$ cat config.mk
export PLATFORM = sky130hd
export DESIGN_NAME = pwm_init_arbiter
export DESIGN_NICKNAME = d
export VERILOG_FILES = /design/src/rtl/pwm_init_arbiter.sv
export SDC_FILE = /design/constraint.sdc
export NUM_CORES = 1
export LEC_CHECK = 0
export BUFFER_PORTS_ARGS = -buffer_cell sky130_fd_sc_hd__buf_4
export CAP_MARGIN = 5
export CORE_MARGIN = 2
export CORE_UTILIZATION = 46
export DETAILED_ROUTE_END_ITERATION = 6
export GPL_TIMING_DRIVEN = 0
export HOLD_SLACK_MARGIN = 0.1
export PLACE_DENSITY = 0.75
export SYNTH_ARGS = -nofsm -noshare
export SYNTH_HDL_FRONTEND = slang
export SYNTH_SLANG_ARGS = --single-unit
$ cat constraint.sdc
create_clock -name cpu_clk -period 1.6 [get_ports cpu_clk]
set_input_delay 0.24 -clock cpu_clk [delete_from_list [all_inputs] [get_ports cpu_clk]]
set_output_delay 0.24 -clock cpu_clk [all_outputs]
set_load 0.02 [all_outputs]
$ cat src/rtl/pwm_init_arbiter.sv
// pwm_init_arbiter: clears the pixmap, loads the delay table and enables the
// PWM engine, sharing one registered write port with host requests.
module pwm_init_arbiter #(
  parameter logic [15:0] DELAY_BASE  = 16'h0010,
  parameter logic [15:0] DELAY_STEP  = 16'h0004,
  parameter logic [7:0]  CLEAR_VALUE = 8'h00
) (
  input  logic        cpu_clk,
  input  logic        reset,
  input  logic        start,
  output logic        busy,
  output logic        done,
  input  logic        host_req,
  input  logic [10:0] host_addr,
  input  logic [15:0] host_din,
  output logic        host_ack,
  output logic [10:0] pwm_addr,
  output logic [15:0] pwm_din,
  output logic        pwm_we
);

  typedef enum logic [2:0] {
    IDLE,
    CLR_PIX,
    LOAD_TBL,
    ENABLE,
    FIN
  } state_t;

  state_t      state, state_n;
  logic [9:0]  idx, idx_n;
  logic [10:0] addr_n;
  logic [15:0] din_n;
  logic        we_n, busy_n, done_n, ack_n;
  logic [15:0] tbl_val;

  assign tbl_val = DELAY_BASE + ({8'h00, idx[7:0]} * DELAY_STEP);

  always_comb begin
    state_n = state;
    idx_n   = idx;
    addr_n  = pwm_addr;
    din_n   = pwm_din;
    we_n    = 1'b0;
    busy_n  = 1'b0;
    done_n  = 1'b0;
    ack_n   = 1'b0;
    unique case (state)
      IDLE: begin
        if (start) begin
          state_n = CLR_PIX;
          idx_n   = '0;
        end else if (host_req && !host_ack) begin
          // host_ack gates a still-held req so writes are >= 2 cycles apart
          we_n   = 1'b1;
          ack_n  = 1'b1;
          addr_n = host_addr;
          din_n  = host_din;
        end
      end
      CLR_PIX: begin
        we_n   = 1'b1;
        busy_n = 1'b1;
        addr_n = {1'b0, idx};
        din_n  = {8'h00, CLEAR_VALUE};
        idx_n  = idx + 10'd1;
        if (idx == 10'd1023) state_n = LOAD_TBL;
      end
      LOAD_TBL: begin
        we_n   = 1'b1;
        busy_n = 1'b1;
        addr_n = {3'b100, idx[7:0]};
        din_n  = tbl_val;
        idx_n  = idx + 10'd1;
        if (idx[7:0] == 8'hFF) begin
          state_n = ENABLE;
          idx_n   = '0;
        end
      end
      ENABLE: begin
        we_n    = 1'b1;
        busy_n  = 1'b1;
        addr_n  = 11'h755;
        din_n   = 16'h0023;
        state_n = FIN;
      end
      FIN: begin
        done_n  = 1'b1;
        state_n = IDLE;
      end
      default: state_n = IDLE;
    endcase
  end

  always_ff @(posedge cpu_clk) begin
    if (reset) begin
      state    <= IDLE;
      idx      <= '0;
      busy     <= 1'b0;
      done     <= 1'b0;
      host_ack <= 1'b0;
      pwm_we   <= 1'b0;
      pwm_addr <= '0;
      pwm_din  <= '0;
    end else begin
      state    <= state_n;
      idx      <= idx_n;
      busy     <= busy_n;
      done     <= done_n;
      host_ack <= ack_n;
      pwm_we   <= we_n;
      pwm_addr <= addr_n;
      pwm_din  <= din_n;
    end
  end

endmodule

# [Word-level counts from Yosys, hierarchy flattened]
# Cells that the tools add are included.
[word_totals] wordCells=50 ramBits=0 regBits=44 mem_bits_ro=0 latchBits=0 inputBits=31 output_inout_bits=31 memories=0
[classes] add_sub_neg=2 multipliers=0 shift=0 bitwise_logic=1 n_reduce_logical=10 mux=18 n_lt_le_gt_ge=0 n_eq_ne=11 n_div=0
[op_table] op="$pmux 16 s4" count=1
[op_table] op="$pmux 11 s4" count=1
[op_table] op="$mux 16" count=2
[op_table] op="$pmux 10 s3" count=1
[op_table] op="$mux 11" count=2
[op_table] op="$mux 10" count=2
[op_table] op="$pmux 3 s4" count=1
[op_table] op="$add 5x10->11 const A" count=1
[op_table] op="$add 10x1->10 const B" count=1
[op_table] op="$eq 10x10->1 const B" count=1
[op_table] op="$ne 2x2->1 const B" count=5
[op_table] op="$mux 3" count=3
[op_table] op="$eq 8x8->1 const B" count=1
[op_table] op="$eq 3x2->1 const B" count=2
[op_table] op="$reduce_and 3->1" count=2
[op_table] op="$mux 1" count=4
[op_table] op="$reduce_bool 4->1" count=1
[op_table] op="$eq 3x1->1 const B" count=1
[op_table] op="$eq 3x3->1 const B" count=1
[op_table] op="$logic_not 3->1" count=1
[op_table] op="$reduce_bool 3->1" count=1
[op_table] op="$reduce_or 3->1" count=1
[op_table] op="$pmux 1 s2" count=1
[op_table] op="$reduce_and 2->1" count=1
[op_table] op="other kinds (4)" count=4

# [Longest topological paths before layout]
[depth] word_depth=5 ltp_mapped=7 ltp_nobuf=7

# [Worst setup path before layout]
# No wires, ideal clock.
[synth_timing] path_kind="reg2reg" start="reg idx[2]" end="reg idx[8]" path_buffers=0 slack_ps=-33 required_time_ps=1472 setup_time_ps=128 t_arrival_ps=1506 path_stages_with_launch=8 period_less_slack_ps=1633 cell_sequence="dfxtp_1 ha_1 nand3_1 or2_2 ha_1 o2bb2ai_1 a22oi_1 nor2_1"
[synth_via] elab_chain_len=3 word_cells_on_any_way=4 classes_between="1 x add/sub; 1 x eq/ne; 2 x mux"
[synth_lines] item="start, declared" line_no="31" text="logic [9:0] idx, idx_n;"
[synth_lines] item="start signal, assigned" line_no="107" text="idx <= idx_n;"
[synth_lines] item="$add 10x1->10 / $eq 8x8->1 (equally long branches)" line_no="66, 74, 75"
[synth_lines] item="$mux 10" line_no="75" text="if (idx[7:0] == 8'hFF) begin"
[synth_lines] item="$pmux 10 s3 (*)" line_no="48" text="unique case (state)"
# Every way passes the cells marked *; elsewhere a longest branch is shown, timed or not.
# A chain may end at the register's enable or synchronous reset.

# [Worst setup path in the final report]
[layout_timing] start="reg host_ack" end="reg pwm_din[3]"
[layout_via] elab_chain_len=4
[layout_lines] item="start, declared" line_no="16" text="output logic host_ack,"
[layout_lines] item="start signal, assigned" line_no="110" text="host_ack <= ack_n;"
[layout_lines] item="$logic_not 1->1" line_no="53" text="end else if (host_req && !host_ack) begin"
[layout_lines] item="$logic_and 1x1->1" line_no="53"
[layout_lines] item="$ne 2x2->1 (no line)"
[layout_lines] item="$reduce_and 3->1 (no line)"
[layout_lines] item="end signal, assigned" line_no="113" text="pwm_din <= din_n;"
[layout_lines] item="end, declared" line_no="18" text="output logic [15:0] pwm_din,"
# Every way passes these cells.

==> impl_metrics.yaml <==
yosys:
  synthesis.instances: 241
  synth-seq-area-share_pct: 43.01
  syn-mean-instance-area_sq_um: 8.499
  synth.cell_area_sq_um: 2048
  number_of_enable_flip_flop_cells_after_synthesis: 0
  synth.distinct_cells: 47
  yosys_register_bits: 44
  synth_fp_nets: 275
  most_used_flip_flop_cell_after_synthesis: "sky130_fd_sc_hd__dfxtp_1"
  synthArstFlopShare_pct: 0
  count_of_yosys_warnings_during_synthesis: 0
worst_setup_path:
  rr_endpoint: "pwm_din[3]"
  timing.critical_path.buf_inv: 1
  crit_path_max_incr_delay_ns: 0.41
  end_kind: "flip-flop"
  worst-path-stages: 5
  crit_path_cell_trace: "or3b_4 -> a21o_1 -> buf_6 -> or3_4 -> a21oi_2"
  cpLargestDelayFamily: "simple AND/OR/NAND/NOR gates"
  cp.arrival_ns: 1.85
  crit_path_top_delay_cell: "sky130_fd_sc_hd__or3b_4"
  cp-endpoint: "pwm_din[3]"
  critical_path_class: "flip-flop to flip-flop"
  critical_path.reg2reg.startpoint: "host_ack"
  ff2ff_setup_slack_ns: -0.02
  timing.critical_path.fanout_max: 5
  cp-start-kind: "flip-flop"
  worst_setup_path_startpoint: "host_ack"
  worst-r2r-cell-count: 5
  crit_required_ns: 1.83
clock_network:
  cts-root-to-sink-buffers: 2
  cts_num_sinks: 44
  cts.htree.levels: 2
  numCtsBuffers: 5
  clock_tree.root_cell: "sky130_fd_sc_hd__clkbuf_8"
  cts.reportedPaths.clkPinSlew_ns: 0.09
  tritoncts: "yes"
  clock_latency_ns: 0.30
floorplanning:
  placeableCoreArea_sq_um: 4324
  num_rows: 24
  initial_utilization_pct: 47.37
  die_y_microns: 70.73
  dieArea_sq_um: 5003
  floorplan.io_pins: 62
  die_w_microns: 70.73
timing:
  finalCritPeriodShare_pct: 101.4
  finalHoldViolations: 0
  fmax_mhz: 616.3
  unrepaired_setup_endpoints_after_global_routing: "yes"
  final-setup-viol-count: 3
  clock-skew-final_ns: 0.005987
  relSlewSlack_pct: 63.69
  final.hold.worst_slack_ns: 0.1571
  timing.final.max_slew_violations: 0
  setup_slack_ns: -0.02252
  min_tclk_post_route_ns: 1.623
  tns_ns: -0.02968
  tightestPinTransition_ns: 0.5434
final_layout:
  ratio_of_cells_with_drive_above_1_in_the_final_layout_pct: 40.37
  final_cell_mix: "sky130_fd_sc_hd__buf_4, sky130_fd_sc_hd__dfxtp_1, sky130_fd_sc_hd__nor2_1, sky130_fd_sc_hd__nand2_1, sky130_fd_sc_hd__a21oi_1"
  finished_cell_area_sq_um: 3012
  final_net_count: 360
  mostFrequentLayoutCell: "sky130_fd_sc_hd__buf_4"
  seqCellArea_sq_um: 909.6
  area_growth_syn_to_layout_pct: 47.04
  fillerInstances: 342
  multi_input_area_sq_um: 1217
  antenna-diode-count: 0
run:
  max_cap_violations: 0
detailed_routing:
  drt-vias-per-instance: 5.675
  dr_total_vias: 2151
  ant_nets: 0
  initialDrtViolationCount: 179
  route.detailed.wl_per_inst_microns: 17.16
  detail_route.wirelength_microns: 6502
  post-route-drc-count: 0
  drt_pass1_iterations: 4
global_routing:
  use_met2_pct: 41.85
  globalRouteOverflowTotal: 0
  pin_count_of_the_biggest_net_entering_global_routing: 14
  grt_pass1_wl_microns: 9860
  grt_use_total_pct: 25.18
  vias_in_the_first_global_route: 2007
  grt_antenna_before_repair: 0
  grt.busiest_layer: "met2"
  grt_use_met1_pct: 32.17
  grt_use_met3_pct: 5.840
place:
  gp_routability_congestion: 0.8626
  placed_area_sq_um: 2567
  dp_worst_setup_slack_ns: -0.2513
  place_hpwl_microns: 4312
  numPortBuffers: 60
pwr:
  max-vdd-ir-drop_mv: 0.6938
  power.switching_fraction_pct: 28.55
  p_seq_share_pct: 48.1
  power_leakage_uw: 0.001233
  power.clock.fraction_pct: 30.2
  power.density_cell_area_nw_per_um2: 811.1
  comb_power_share_pct: 21.6
  internal-power_uw: 1745
  net-switching-power_uw: 697.5
  p_total_uw: 2443
hold_path:
  min_path_type: "primary input to flip-flop"
  hold-path-cell-count: 2
run_status:
  run_status: "complete, but fails checks"
  failed_checks: "setup timing"
-- metal layers --
metal	routed length [microns]	part of all wire (%)	up-vias
li1	-	-	1042
met1	2770	43	1014
met2	3249	50	83
met3	387	6.0	12
met4	94	1.4	0
met5	0	0	-
-- flip-flops by register name (all words and copies together) (netlist names) --
register / cells
pwm_addr: 11
pwm_we: 1
busy: 1
state: 3
pwm_din: 16
host_ack: 1
idx: 10
done: 1
-- final cells by class --
type / instances / area share, %
Buffer: 15 / 3.614
Multi-Input combinational cell: 175 / 40.42
Clock inverter: 1 / 0.2493
Tap cell: 52 / 2.160
Timing Repair Buffer: 79 / 19.61
Sequential cell: 44 / 30.20
Inverter: 6 / 0.8725
Clock buffer: 7 / 2.867
-- worst reg2reg max path: cells and delay by family (launching register included) --
kind	cells	cell delay (ns)
buf+inv	1	0.15
simple gates	2	0.74
compound gates	2	0.34
flops	1	0.32
-- cells by family after synthesis --
logic type	share of synthesized area, %
AND/OR/NAND/NOR	23.40
AO/OA/AOI/OAI	21.26
flip-flops	43.01
buffers and inverters	5.192
XOR/XNOR	3.848
multiplexers	1.466
adder cells (fa/ha/maj)	1.833
-- worst min-delay path by stage --
stage | slack [ns] | start | to
after floorplan | 0.34 | start | idx[4]
after global placement | 0.44 | pwm_din[2] | pwm_din[2]
after detailed placement | 0.45 | pwm_din[6] | pwm_din[6]
after CTS | 0.15 | start | idx[4]
after global routing | 0.16 | start | idx[4]
final | 0.16 | start | idx[4]
-- cells in the mapped netlist, drive strengths merged, types with 3 or more instances --
library cell / number / share of area (%)
dfxtp: 44 / 43
nor2: 25 / 4.6
a21oi: 22 / 6.1
nand2: 22 / 4.0
nor3: 13 / 3.2
buf: 8 / 2.6
clkbuf: 8 / 1.5
nand3: 8 / 2.2
a21o: 6 / 2.2
inv: 6 / 1.1
o21ai: 6 / 1.5
a211oi: 5 / 1.8
nand4: 5 / 1.5
or3: 5 / 1.5
xor2: 5 / 2.1
a221oi: 4 / 1.7
a22oi: 4 / 1.5
and3: 4 / 1.2
o221ai: 4 / 1.7
xnor2: 4 / 1.7
ha: 3 / 1.8
mux2i: 3 / 1.5
nand2b: 3 / 0.92
-- power by group through the flow --
stage	Combinational [uW]	Sequential, uW	Clock, uW
2_1_floorplan	190	1270	0
4_1_cts	477	1180	739
6_report	529	1180	738
3_3_place_gp	440	1210	0
5_1_grt	567	1180	791
3_5_place_dp	442	1210	0
-- per-stage QoR --
stage / std cells / utilization [%]
finish: 379 / 69.65
global route: 379 / 69.65
CTS: 369 / 65.42
detailed placement: 353 / 59.38
global placement: 353 / 59.38
floorplan: 241 / -
-- what timing repair did --
item                       CTS  global route
gates cloned                 1             0
setup buffers                8            10
setup endpoints to repair   31            26
hold buffers                 0             0
resized for setup           33            25
pin swaps                   12             7
Note: power is estimated with default switching activity, not from simulation.
